`src/rtl/timer_tc.sv`:
```
// timer_tc: programmable 32-bit down-counter timer on the system bridge.
// The CPU programs CTRL/PRESET and reads COUNT through word registers.
// Mode 0 is one-shot with a level-held interrupt.
// Mode 1 is auto-reload with a single-cycle interrupt pulse.
module timer_tc #(
    parameter logic [31:0] PRESET_INIT = 32'd0,
    parameter logic [31:0] TC_ID       = 32'h0
) (
    input  logic        clk,
    input  logic        reset,
    input  logic [3:2]  Addr,
    input  logic        WE,
    input  logic [31:0] DIn,
    output logic [31:0] DOut,
    output logic        IRQ
);

    typedef enum logic [1:0] {
        S_IDLE,
        S_LOAD,
        S_CNT,
        S_INT
    } state_e;

    // CTRL bit positions
    localparam int EN_BIT = 0;
    localparam int IM_BIT = 3;

    logic [3:0]  ctrl_q,     ctrl_d;
    logic [31:0] preset_q,   preset_d;
    logic [31:0] count_q,    count_d;
    logic        irq_flag_q, irq_flag_d;
    state_e      state_q,    state_d;

    logic wr_ctrl;
    logic wr_preset;
    logic auto_reload;

    // TC_ID only tags this instance in the bridge address map; it drives no logic.
    logic unused_tc_id;
    assign unused_tc_id = ^TC_ID;

    assign wr_ctrl     = WE && (Addr == 2'd0);
    assign wr_preset   = WE && (Addr == 2'd1);
    // Only 2'b01 reloads; 2'b1x falls back to one-shot.
    assign auto_reload = (ctrl_q[2:1] == 2'b01);

    // Next-state logic: one FSM step per cycle, then bus writes override.
    always_comb begin
        // NOTE: every signal gets a default first, so no path can infer a latch.
        ctrl_d     = ctrl_q;
        preset_d   = preset_q;
        count_d    = count_q;
        irq_flag_d = irq_flag_q;
        state_d    = state_q;

        case (state_q)
            S_IDLE: begin
                if (ctrl_q[EN_BIT]) begin
                    state_d = S_LOAD;
                end
            end
            S_LOAD: begin
                count_d = preset_q;
                state_d = S_CNT;
            end
            S_CNT: begin
                if (!ctrl_q[EN_BIT]) begin
                    // Stopped: COUNT freezes where it is.
                    state_d = S_IDLE;
                end else if (count_q > 32'd1) begin
                    count_d = count_q - 32'd1;
                end else begin
                    // COUNT of 0 or 1 ends the run, so PRESET=0 acts like PRESET=1.
                    count_d    = 32'd0;
                    irq_flag_d = 1'b1;
                    state_d    = S_INT;
                end
            end
            S_INT: begin
                state_d = S_IDLE;
                if (auto_reload) begin
                    // Enable stays set, so IDLE re-enters LOAD for the next period.
                    irq_flag_d = 1'b0;
                end else begin
                    ctrl_d[EN_BIT] = 1'b0;
                end
            end
            default: begin
                state_d = S_IDLE;
            end
        endcase

        // Software writes come last so they win over the internal Enable clear
        // and the flag set. Writing CTRL or PRESET is also the interrupt acknowledge.
        if (wr_ctrl) begin
            ctrl_d     = DIn[3:0];
            irq_flag_d = 1'b0;
        end
        if (wr_preset) begin
            preset_d   = DIn;
            irq_flag_d = 1'b0;
        end
    end

    // State registers with synchronous active-low reset.
    always_ff @(posedge clk) begin
        // NOTE: non-blocking assignments keep every flop updating from pre-edge values.
        if (!reset) begin
            ctrl_q     <= 4'd0;
            preset_q   <= PRESET_INIT;
            count_q    <= 32'd0;
            irq_flag_q <= 1'b0;
            state_q    <= S_IDLE;
        end else begin
            ctrl_q     <= ctrl_d;
            preset_q   <= preset_d;
            count_q    <= count_d;
            irq_flag_q <= irq_flag_d;
            state_q    <= state_d;
        end
    end

    // Read mux: combinational, so a same-cycle read returns the pre-write value.
    always_comb begin
        DOut = 32'd0;
        case (Addr)
            2'd0:    DOut = {28'd0, ctrl_q};
            2'd1:    DOut = preset_q;
            2'd2:    DOut = count_q;
            default: DOut = 32'd0;
        endcase
    end

    assign IRQ = irq_flag_q & ctrl_q[IM_BIT];

endmodule

```
`config.mk`:
```
export PLATFORM = sky130hd
export DESIGN_NAME = timer_tc
export DESIGN_NICKNAME = d
export VERILOG_FILES = /design/src/rtl/timer_tc.sv
export SDC_FILE = /design/constraint.sdc
export NUM_CORES = 1
export LEC_CHECK = 0
export CAP_MARGIN = 20
export CORE_ASPECT_RATIO = 1.4
export CORE_MARGIN = 2
export CORE_UTILIZATION = 40
export CTS_BUF_LIST = sky130_fd_sc_hd__clkbuf_16
export DETAILED_ROUTE_END_ITERATION = 6
export DONT_BUFFER_PORTS = 1
export PLACE_DENSITY = 0.64
export SETUP_SLACK_MARGIN = 0.2
export SLEW_MARGIN = 20
export SYNTH_ARGS = -nofsm -noshare
export SYNTH_HDL_FRONTEND = slang
export SYNTH_SLANG_ARGS = --single-unit
```
`constraint.sdc`:
```
create_clock -name clk -period 3.19 [get_ports clk]
set_input_delay 0.319 -clock clk [delete_from_list [all_inputs] [get_ports clk]]
set_output_delay 0.319 -clock clk [all_outputs]
set_load 0.03 [all_outputs]
```
## Word-level counts from Yosys, hierarchy flattened

Cells that the tools add are included.

| storage, ports and cells | value |
|---|---|
| output and inout port bits | 33 |
| register bits after elaboration | 71 |
| input bits | 37 |

| operators by class | value |
|---|---|
| reduce and logical (&&, ||, !) cells | 12 |
| equal/unequal tests | 12 |
| $lt $le $gt $ge | 1 |
| bitwise operators | 2 |
| add/subtract/negate cells | 1 |
| muxes and demuxes | 15 |

Operator list:

| cell | number |
|---|---|
| $pmux 32 s3 | 1 |
| $mux 32 | 2 |
| $pmux 32 s2 | 1 |
| $gt 32x1->1 const B | 1 |
| $sub 32x1->32 const B | 1 |
| $ne 2x2->1 const B | 5 |
| $pmux 2 s4 | 1 |
| $eq 2x1->1 const B | 3 |
| $eq 2x2->1 const B | 3 |
| $mux 1 | 6 |
| $mux 2 | 3 |
| $reduce_and 2->1 | 3 |
| $reduce_bool 2->1 | 3 |
| $logic_not 2->1 | 2 |
| $reduce_and 4->1 | 1 |
| $ne 3x3->1 const B | 1 |
| $reduce_or 3->1 | 1 |
| $logic_and 1x1->1 | 2 |
| $pmux 1 s2 | 1 |
| $and 1x1->1 | 1 |
| $not 1->1 | 1 |

## Depth between registers and ports, before layout

| depth | value |
|---|---|
| word-level depth | 4 |
| mapped depth | 9 |
| gate-level depth less buffers | 7 |

## Least setup slack after synthesis

No wires, ideal clock.

| timing path | value |
|---|---|
| path type | reg-to-reg |
| start point | register count_q[17] |
| end point | register count_q[27] |
| arrival time | 2.081 ns |
| setup time | 0.129 ns |
| path buffers | 1 |
| path slack | 0.980 ns |
| data required time | 3.061 ns |
| cell stages (with the launch flop) | 7 |
| cells stage by stage | dfxtp_1 -> buf_6 -> or4_4 -> or4b_4 -> or4_1 -> a31oi_1 -> a21oi_1 |

| on the way | value |
|---|---|
| longest elaborated chain between the ends | 4 |

RTL lines:

| what | RTL line | RTL |
|---|---|---|
| start, declared | 31 | `logic [31:0] count_q, count_d;` |
| start signal, assigned | 118 | `count_q <= count_d;` |
| $sub 32x1->32 / $gt 32x1->1 (equally long branches) | 72, 71 |  |
| $mux 32 (*) | 71 | `end else if (count_q > 32'd1) begin` |
| $mux 32 (*) | 68 | `if (!ctrl_q[EN_BIT]) begin` |
| $pmux 32 s2 (*) | 57 | `case (state_q)` |

Mark *: on every way between the ends. The rest lies on a longest branch, timed or not. The select of a mux whose other input is x is not followed.
A chain may end at the register's enable or synchronous reset.

## Worst setup path in the final report

Ends and elaborated chain as after synthesis.

==> impl_results.md <==
* Worst Path Buf+Inv at 0
* Dpl hpwl at around 8400 um
* CP Max Fanout at 9
* Max frequency at approximately 0.42 GHz
* Area occupied by multi-input gates at ~2400 um2
* Post-DR wirelength/cell at ~19 um
* Clk buf depth at 2
* Adder-Cell Fraction of Synth Area at less than 1%
* Root Buffer: clkbuf_16
* Most frequent cells in the layout: nand2_1 (96), dfxtp_1 (71), a21oi_1 (60), nor2_1 (36), a22o_1 (27)
* Vias at between 3,000 and 4,000
* Clock slew at reported path FFs at around 0.060 ns
* Core region area at around 10000 um2
* Register area share after synthesis at a little over a third
* Final hold viol count at 0
* First-pass GRT wire length at around 20,000 um
* Ys flop type: dfxtp_1
* WS Path Type: flop to flop
* Post-DRT Antenna Nets at 0
* DR pass1 iterations at 5
* Leakage power at ~0.0016 uW
* Hold path endpoint: count_q[12]
* Status: finished clean
* Synth area leaders: dfxtp_1 (35%), nand2_1 (8.9%), a21oi_1 (7.4%)
* Port buffer count at 0
* Post-synthesis simple-gate area fraction at about a quarter
* Most common cell after layout, fill and taps aside: nand2_1
* Die H at roughly 120 um
* DIE WIDTH at 89.0 um
* PwrDens at around 470 nW/um2
* CTS Buf Count at 9
* Post-DR vias/cell at 6.15
* Minimum clock period at approximately 2.4 ns
* Vias in the first global route at approximately 4,000
* Setup bufs post-CTS at 0
* Worst Hold Depth at 1
* Initial core utilization at slightly above 40%
* Fillers at around 1,100
* Post-synth cell types at 69
* Layout cells sized above 1 at under 10%
* Cell area after synthesis at a little over 4000 um2
* Max-cap check violation count at 0
* DP Area at 4120 um2
* Complex-gate fraction of the synthesized area at about 28%
* Final clock skew at a little over 0.006 ns
* Worst endpoint required time at roughly 3.4 ns
* Ports at 70
* Nets@finish at approximately 550
* HP Start: reset
* Startpoint class of the critical path: flop
* Final TNS setup at 0 ns
* Syn Inst Count at around 530
* Slew headroom at between 30% and 40%
* Worst-margin pin slew at slightly below 1 ns
* CTS resizes at 0
* Total Routing Usage GR at about a quarter
* Synth async-reset ratio at 0%
* Cell family with most CP delay: simple AND/OR/NAND/NOR gates
* Grt ovf at 0
* GPL Wtd Cong at a little over 0.9
* ANT cells at 0
* Maximum vdd drop at between 0.0002 and 0.00025 V
* Clk sinks at 71
* DRC viols at 0
* Average size of a mapped cell at ~7.7 um2
* Synthesized flop and latch total at slightly above 70
* Pins Over Slew Limit at 0
* Reg-to-reg critical path endpoint: count_q[27]
* Full die area at 11,000 um2
* Mux contribution to synthesized area at 4.48%
* Final setup viols at 0
* CP arrival at about 2.6 ns
* Number of synthesis warnings at 0
* Largest family of logic cells by synthesized area: compound AO/OA/AOI/OAI gates
* H-tree Lvls at 3
* Post-Layout Inst Area at 4370 um2
* P&R area growth vs syn at 7.82%
* Clk Latency, worst-skew pair at about 0.33 ns
* Crit-path slowest cell: or4_4
* Worst setup EP type: flop
* Worst min path class: input port to flop
* Reg2Reg Depth at 5
* R2r setup slk at 0.82 ns
* DRT Wirelength at 12,400 um
* Period utilization at between 70 and 80%
* Initial antenna violation count at 0
* CTS tree: built
* Post-CTS Hold Fix Bufs at 0
* CP max stage delay at between 0.5 and 0.6 ns
* Largest net degree at the start of global routing at 34
* Synth Area in XOR/XNOR at less than 1%
* DRT iter0 DRCs at approximately 350
* Unrepaired setup endpoints after global routing: no
* Num rows at 43
* Synthesized net count at ~570
* Synth area leader: dfxtp_1
* Top cell type's share of synthesized area at a little over a third
* Reg2reg start: count_q[17]
* Post-synth EDFFs at 0
* Cells along the critical path: or4_4 -> or4b_4 -> or4_1 -> a31oi_1 -> a21oi_1
* Register area at about 1400 um2
==> registers in the layout, indices dropped and copies added (netlist names) <==
signal      count
count_q        32
state_q         2
preset_q       32
ctrl_q          4
irq_flag_q      1
==> kinds of logic after synthesis <==
kind of cell	count (synthesis)
DFF	71
muxes	18
buffers and inverters	54
and+or+nand+nor	215
AOI/OAI and AO/OA	167
adders and majority gates	2
xor gates and xnor gates	2
==> routing by layer <==
metal  up-vias  routed length [um]  track usage, %
met5         -                   0               0
met4         0                 355            11.4
met3        28                 790            5.41
met2       141                6200            38.2
met1      1902                5080            28.9
li1       1899                   -               -
==> per-stage QoR <==
| step | total power, uW | utilization, % | hold WS (ns) | setup WS (ns) | std cells |
|---|---|---|---|---|---|
| 3_5_place_dp | 1200 | 41.6 | 0.446 | 0.860 | 632 |
| 5_1_grt | 2120 | 44.1 | 0.0967 | 0.682 | 646 |
| 2_1_floorplan | 1140 | - | 0.445 | 0.980 | 529 |
| 4_1_cts | 2060 | 44.1 | 0.0934 | 0.840 | 646 |
| 6_report | 2040 | 44.1 | 0.101 | 0.820 | 646 |
| 3_3_place_gp | 1190 | 41.6 | 0.442 | 0.903 | 632 |
==> synthesized netlist by cell type (all sizes together), types with 7 or more instances <==
cell type,count
a31oi,7
buf,10
nor2,36
dfxtp,71
nand2,96
nor2b,9
nor3,12
nand3,13
o221ai,7
o22ai,13
clkbuf,36
nand4,8
o21ai,16
a21oi,60
mux2i,17
a22o,28
nor4,10
==> layout make-up <==
cell class / instances / area share [%]
clock inverter: 5 / 0.458
multi-input combinational: 404 / 54.7
tap: 135 / 3.87
inverter: 6 / 0.516
clock buffer: 9 / 5.16
timing repair buffer: 16 / 2.75
sequential: 71 / 32.6
==> power breakdown <==
group	switching [uW]	total (uW)	internal, uW
Combinational	162	248	86.1
Clock	353	857	504
Sequential	24.4	933	909
==> worst max path at each step <==
stage	from	to	slack (ns)	depth (start not counted)
after global routing	count_q[0]	count_q[14]	0.68	7
final	count_q[17]	count_q[27]	0.82	5
after floorplan	count_q[17]	count_q[27]	0.98	6
after detailed placement	state_q[1]	count_q[20]	0.86	5
after CTS	state_q[1]	count_q[20]	0.84	5
after global placement	count_q[17]	count_q[27]	0.90	5
Power figures use the tool's default switching activity.
==> RTL edit 1: new RTL, same flow settings <==
Register the inputs `Addr`, `WE` and `DIn` before use. The logic sees them one clock later.
--- a/src/rtl/timer_tc.sv
+++ b/src/rtl/timer_tc.sv
@@ -26,6 +26,16 @@
     localparam int EN_BIT = 0;
     localparam int IM_BIT = 3;
 
+    logic [3:2] Addr_q;
+    logic WE_q;
+    logic [31:0] DIn_q;
+
+    always_ff @(posedge clk) begin
+        Addr_q <= Addr;
+        WE_q   <= WE;
+        DIn_q  <= DIn;
+    end
+
     logic [3:0]  ctrl_q,     ctrl_d;
     logic [31:0] preset_q,   preset_d;
     logic [31:0] count_q,    count_d;
@@ -40,8 +50,8 @@
     logic unused_tc_id;
     assign unused_tc_id = ^TC_ID;
 
-    assign wr_ctrl     = WE && (Addr == 2'd0);
-    assign wr_preset   = WE && (Addr == 2'd1);
+    assign wr_ctrl     = WE_q && (Addr_q == 2'd0);
+    assign wr_preset   = WE_q && (Addr_q == 2'd1);
     // Only 2'b01 reloads; 2'b1x falls back to one-shot.
     assign auto_reload = (ctrl_q[2:1] == 2'b01);
 
@@ -94,11 +104,11 @@
         // Software writes come last so they win over the internal Enable clear
         // and the flag set. Writing CTRL or PRESET is also the interrupt acknowledge.
         if (wr_ctrl) begin
-            ctrl_d     = DIn[3:0];
+            ctrl_d     = DIn_q[3:0];
             irq_flag_d = 1'b0;
         end
         if (wr_preset) begin
-            preset_d   = DIn;
+            preset_d   = DIn_q;
             irq_flag_d = 1'b0;
         end
     end
@@ -124,7 +134,7 @@
     // Read mux: combinational, so a same-cycle read returns the pre-write value.
     always_comb begin
         DOut = 32'd0;
-        case (Addr)
+        case (Addr_q)
             2'd0:    DOut = {28'd0, ctrl_q};
             2'd1:    DOut = preset_q;
             2'd2:    DOut = count_q;
Formal check against the unedited RTL: not equivalent (Yosys sat finds a counterexample within 4 cycles, from zero or initial values and one cycle with reset low).
==> RTL edit 1 against the unedited design <==
Cell area increased by 26%; synthesized area increased by 18%; total power increased by 42%; routed wire length increased by 7.3%; worst setup slack got worse by 0.35 ns; sequential cell count increased by 35; first-iteration DRC count increased by 55%; critical endpoint is now DOut[30]; die area increased by 17%.
==> RTL edit 1: results (changes against the unedited design) <==
stage,metric,value,unit,change
run_status,status,finished clean,,unchanged
worst_hold_path,Worst Hold Endpoint,count_q[19]$_SDFFE_PN0P_,,was count_q[12]$_SDFFE_PN0P_
grt,Overall Global Routing Usage,0.213,,was 0.235
place,Post-DP HPWL,8760,um,was 8410 um
die,Core ar.,11700,um2,was 9900 um2
cells_and_area,Signal buf overhead,0.0842,,was 0.0275
worst_setup_path,critical path peak fanout,20,,was 9
clocking,Num Clock Sinks,106,,was 71
worst_setup_path,FF-to-FF path depth,6,,was 5
power_and_ir_drop,Clk. pwr,1.05,mW,was 857 uW
worst_setup_path,Setup crit end,DOut[30],,was count_q[27]$_SDFFE_PN0P_
synthesis,Synth Area per Inst,8.35,um2,was 7.66 um2
worst_hold_path,WHS Path Cells,2,,was 1
worst_setup_path,WP data arrival,2.40,ns,was 2.57 ns
cells_and_area,non-clock buffer count in the final layout,50,,was 16
worst_setup_path,critical path launch point,Addr_q[2]$_DFF_P_,,was count_q[17]$_SDFFE_PN0P_
cells_and_area,Area Overhead vs Synth,15.5,%,was 7.82%
cells_and_area,#MultiIn Comb,411,,was 404
place,placed insts,685,,was 632
cells_and_area,Top Registers,"DIn_q x32, count_q x32, preset_q x32",,"was count_q x32, preset_q x32, ctrl_q x4"
grt,GR Layer Usage met1,0.283,,was 0.289
synthesis,Post-synth top cells,"106 x dfxtp_1, 85 x nand2_1, 64 x a21oi_1",,"was 96 x nand2_1, 71 x dfxtp_1, 60 x a21oi_1"
worst_setup_path,Reg2Reg Launch Point,count_q[18]$_SDFFE_PN0P_,,was count_q[17]$_SDFFE_PN0P_
grt,grt met2 use,0.338,,was 0.382
power_and_ir_drop,Pint,2.08,mW,was 1.50 mW
worst_setup_path,"setup slack, reg-to-reg",0.75,ns,was 0.82 ns
synthesis,"top cells by area, synth","dfxtp_1 45%, a21oi_1 6.7%, nand2_1 6.7%",,"was dfxtp_1 35%, nand2_1 8.9%, a21oi_1 7.4%"
cells_and_area,Layout clock area frac,0.0508,,was 0.0562
grt,first-pass GRT wire length,21400,um,was 20000 um
cells_and_area,register area,2120,um2,was 1420 um2
grt,vias in the first global route,4109,,was 3962
worst_setup_path,CP peak stage delay,0.84,ns,was 0.59 ns
clocking,CTS Hold Bufs,35,,was 0
timing,Worst slew margin,0.351,,was 0.340
worst_setup_path,data required time of the worst path,2.87,ns,was 3.39 ns
timing,Setup Skew,0.00842,ns,was 0.00622 ns
cells_and_area,Post-Layout Cell Count,736,,was 646
route,Starting DRT DRC Count,536,,was 346
power_and_ir_drop,Switching Fraction,0.280,,was 0.264
cells_and_area,fill cell count,1118,,was 1057
place,area post-placement,4870,um2,was 4120 um2
cells_and_area,share of cells above drive strength 1,0.0849,,was 0.0802
power_and_ir_drop,Static Leakage,2.03,nW,was 1.63 nW
RTL edit 1: changes by cell type in the layout (fill, tap and decap cells not counted), moves of 6 or more:
cell / unedited run / this run
dlygate4sd3_1: 0 / 35
o2111ai_1: 0 / 7
xnor2_1: 0 / 11
o21ai_0: 16 / 56
o221ai_1: 7 / 1
nand2_1: 96 / 85
nand3_1: 13 / 21
nor2_1: 36 / 24
mux2i_1: 17 / 8
dfxtp_1: 71 / 106
RTL edit 1: cell families after synthesis:
| logic type | Yosys count | synth area share |
|---|---|---|
| xor gates and xnor gates | 12 | 0.0221 |
| adders and majority gates | 2 | 0.00526 |
| and+or+nand+nor | 196 | 0.213 |
| buffers and inverters | 53 | 0.0455 |
| DFF | 106 | 0.446 |
| AOI/OAI and AO/OA | 193 | 0.252 |
| muxes | 8 | 0.0168 |
RTL edit 1: metal layers:
metal  part of all wire  wire length, um
met1               0.42             5650
met2               0.48             6450
met3              0.062              828
met4              0.031              413
met5                  0                0
==> RTL edit 2: new RTL, same settings <==
Without the edit above. Change the localparam `EN_BIT` from 0 to 1.
--- a/src/rtl/timer_tc.sv
+++ b/src/rtl/timer_tc.sv
@@ -23,7 +23,7 @@
     } state_e;
 
     // CTRL bit positions
-    localparam int EN_BIT = 0;
+    localparam int EN_BIT = 1;
     localparam int IM_BIT = 3;
 
     logic [3:0]  ctrl_q,     ctrl_d;
Formal check against the unedited RTL: not equivalent (a bounded check fails within 4 cycles, from zero or initial values and one cycle with reset low).
==> RTL edit 2 against the unedited design <==
Total power up 21%; worst setup slack worse by 0.52 ns; routed wire length increased by 0.30%; highest routed layer unchanged; first-iteration DRC count decreased by 32%; sequential share of layout area fell by 0.87 points; non-clock buffer count is 11 higher; synthesized area shrank 3.2%; cell area increased by 2.8%; die area shrank 3.0%; sequential cell count unchanged; clock power up 54%.
==> RTL edit 2: results (changes against the unedited design) <==
stage,metric,value,unit,change
run_status,status,finished clean,,unchanged
grt,first-pass GRT wire length,19900,um,was 20000 um
synthesis,post-synthesis adder-cell area fraction,0.00638,,was 0.00618
grt,vias in the first global route,3941,,was 3962
place,Post-DP HPWL,8680,um,was 8410 um
synthesis,Yosys warning count,0,,unchanged
synthesis,mux cell area share after synthesis,0.0204,,was 0.0448
worst_setup_path,"setup slack, reg-to-reg",0.30,ns,was 0.82 ns
worst_setup_path,RR Endpoint,count_q[2]$_SDFFE_PN0P_,,was count_q[27]$_SDFFE_PN0P_
worst_hold_path,hold path start,reset,,unchanged
synthesis,register area share after synthesis,0.362,,was 0.351
synthesis,ys flop type,dfxtp_1,,unchanged
route,Via density,6.19,,was 6.15
worst_setup_path,critical path launch point,count_q[24]$_SDFFE_PN0P_,,was count_q[17]$_SDFFE_PN0P_
grt,largest net degree at the start of global routing,33,,was 34
grt,Overall Global Routing Usage,0.243,,was 0.235
route,Routed wire per std cell,19.6,um,was 19.2 um
synthesis,Synth Area in XOR/XNOR,0,,was 0.00432
clocking,clk_lat worst skew,0.34,ns,
worst_hold_path,Worst Hold Endpoint,count_q[26]$_SDFFE_PN0P_,,was count_q[12]$_SDFFE_PN0P_
timing,Worst-Margin Slew,0.948,ns,was 0.979 ns
clocking,"Clk pin slew, worst setup/hold paths",0.06,ns,about the same
clocking,Num CTS Buffers,9,,unchanged
cells_and_area,n_diodes,0,,unchanged
place,GPL Wtd Cong,0.944,,was 0.936
worst_setup_path,critical path peak fanout,10,,was 9
cells_and_area,share of cells above drive strength 1,0.139,,was 0.0802
cells_and_area,Top Registers,"count_q x32, preset_q x32, ctrl_q x4",,unchanged
place,Port Buffers,0,,unchanged
worst_setup_path,WP data arrival,3.12,ns,was 2.57 ns
route,Starting DRT DRC Count,237,,was 346
synthesis,post-synth net total,543,,was 568
worst_hold_path,WHS Path Cells,1,,unchanged
timing,Setup Skew,0.00666,ns,was 0.00622 ns
power_and_ir_drop,Static Leakage,1.73,nW,was 1.63 nW
power_and_ir_drop,VDD IR max,0.260,mV,was 0.230 mV
worst_setup_path,FF-to-FF path depth,6,,was 5
synthesis,Synth Area in Compound Gates,0.286,,was 0.275
place,Setup WS pre-CTS,0.346,ns,was 0.860 ns
route,DRT Pass-1 Iters,5,,unchanged
synthesis,Yosys cell types,68,,was 69
synthesis,Post-synth top cells,"100 x nand2_1, 71 x dfxtp_1, 54 x a21oi_1",,"was 96 x nand2_1, 71 x dfxtp_1, 60 x a21oi_1"
synthesis,"top cells by area, synth","dfxtp_1 36%, nand2_1 9.6%, a21oi_1 6.9%",,"was dfxtp_1 35%, nand2_1 8.9%, a21oi_1 7.4%"
## RTL edit 2: metal layers
metal  track usage  share of wire  vias up
met5             0              0        -
met4         0.126          0.039        0
met3        0.0497          0.063       35
met2         0.386           0.48      173
met1         0.305           0.42     1882
li1              -              -     1848
## RTL edit 2: cell families (layout without fill, tap and decap cells)
logic type	Yosys count	count (layout)
flip-flops	71	71
multiplexers	8	8
AND/OR/NAND/NOR	209	209
adder cells (fa/ha/maj)	2	2
buffers and inverters	51	51
AO/OA/AOI/OAI	163	163
## RTL edit 2: worst max-delay path by stage
stage | to | slack [ns] | cells after the start
finish | count_q[2]$_SDFFE_PN0P_ | 0.30 | 6
floorplan | count_q[19]$_SDFFE_PN0P_ | 0.49 | 9
CTS | count_q[2]$_SDFFE_PN0P_ | 0.32 | 6
detailed placement | count_q[2]$_SDFFE_PN0P_ | 0.35 | 6
global route | count_q[2]$_SDFFE_PN0P_ | 0.22 | 6
global placement | count_q[2]$_SDFFE_PN0P_ | 0.40 | 6
## RTL edit 2: worst max-delay path: stages, from the launching register on
cell and delay, ns:
dfxtp_1 0.39, or4_1 0.68, or4_4 0.52, or4_4 0.59, nand3_2 0.25, o21ai_1 0.09, a32o_1 0.26
## RTL edit 2: timing repair
item,4_1_cts,5_1_grt
setup buffers,0,2
hold buffers,0,0
gates resized for setup,0,0
endpoints found under the setup margin,0,1
## RTL edit 2: layout make-up
class / instances / area [um2]
inverters: 8 / 30.0
multi-input cells: 382 / 2270
clock inverters: 7 / 168
well taps: 132 / 165
clock buffers: 9 / 225
repair buffers: 27 / 203
fillers: 948 / 5020
flip-flops and latches: 71 / 1420
## RTL edit 2: report_power, final
part           leakage (nW)  internal (mW)  switching (mW)  total [mW]
clock network         0.190          0.926           0.394        1.32
logic                 0.962         0.0830           0.146       0.229
registers             0.575          0.906          0.0195       0.925
total                  1.73           1.91           0.559        2.47
## RTL edit 2: per-stage QoR
step / util / instances / hold WS (ns) / power, mW / instance area (um2)
final: 0.472 / 636 / 0.104 / 2.47 / 4490
after detailed placement: 0.429 / 618 / 0.443 / 1.16 / 4080
after global routing: 0.472 / 636 / 0.0967 / 2.55 / 4490
after global placement: 0.429 / 618 / 0.442 / 1.16 / 4080
after floorplan: - / 504 / 0.445 / 1.09 / 3920
after CTS: 0.470 / 634 / 0.0961 / 2.48 / 4470
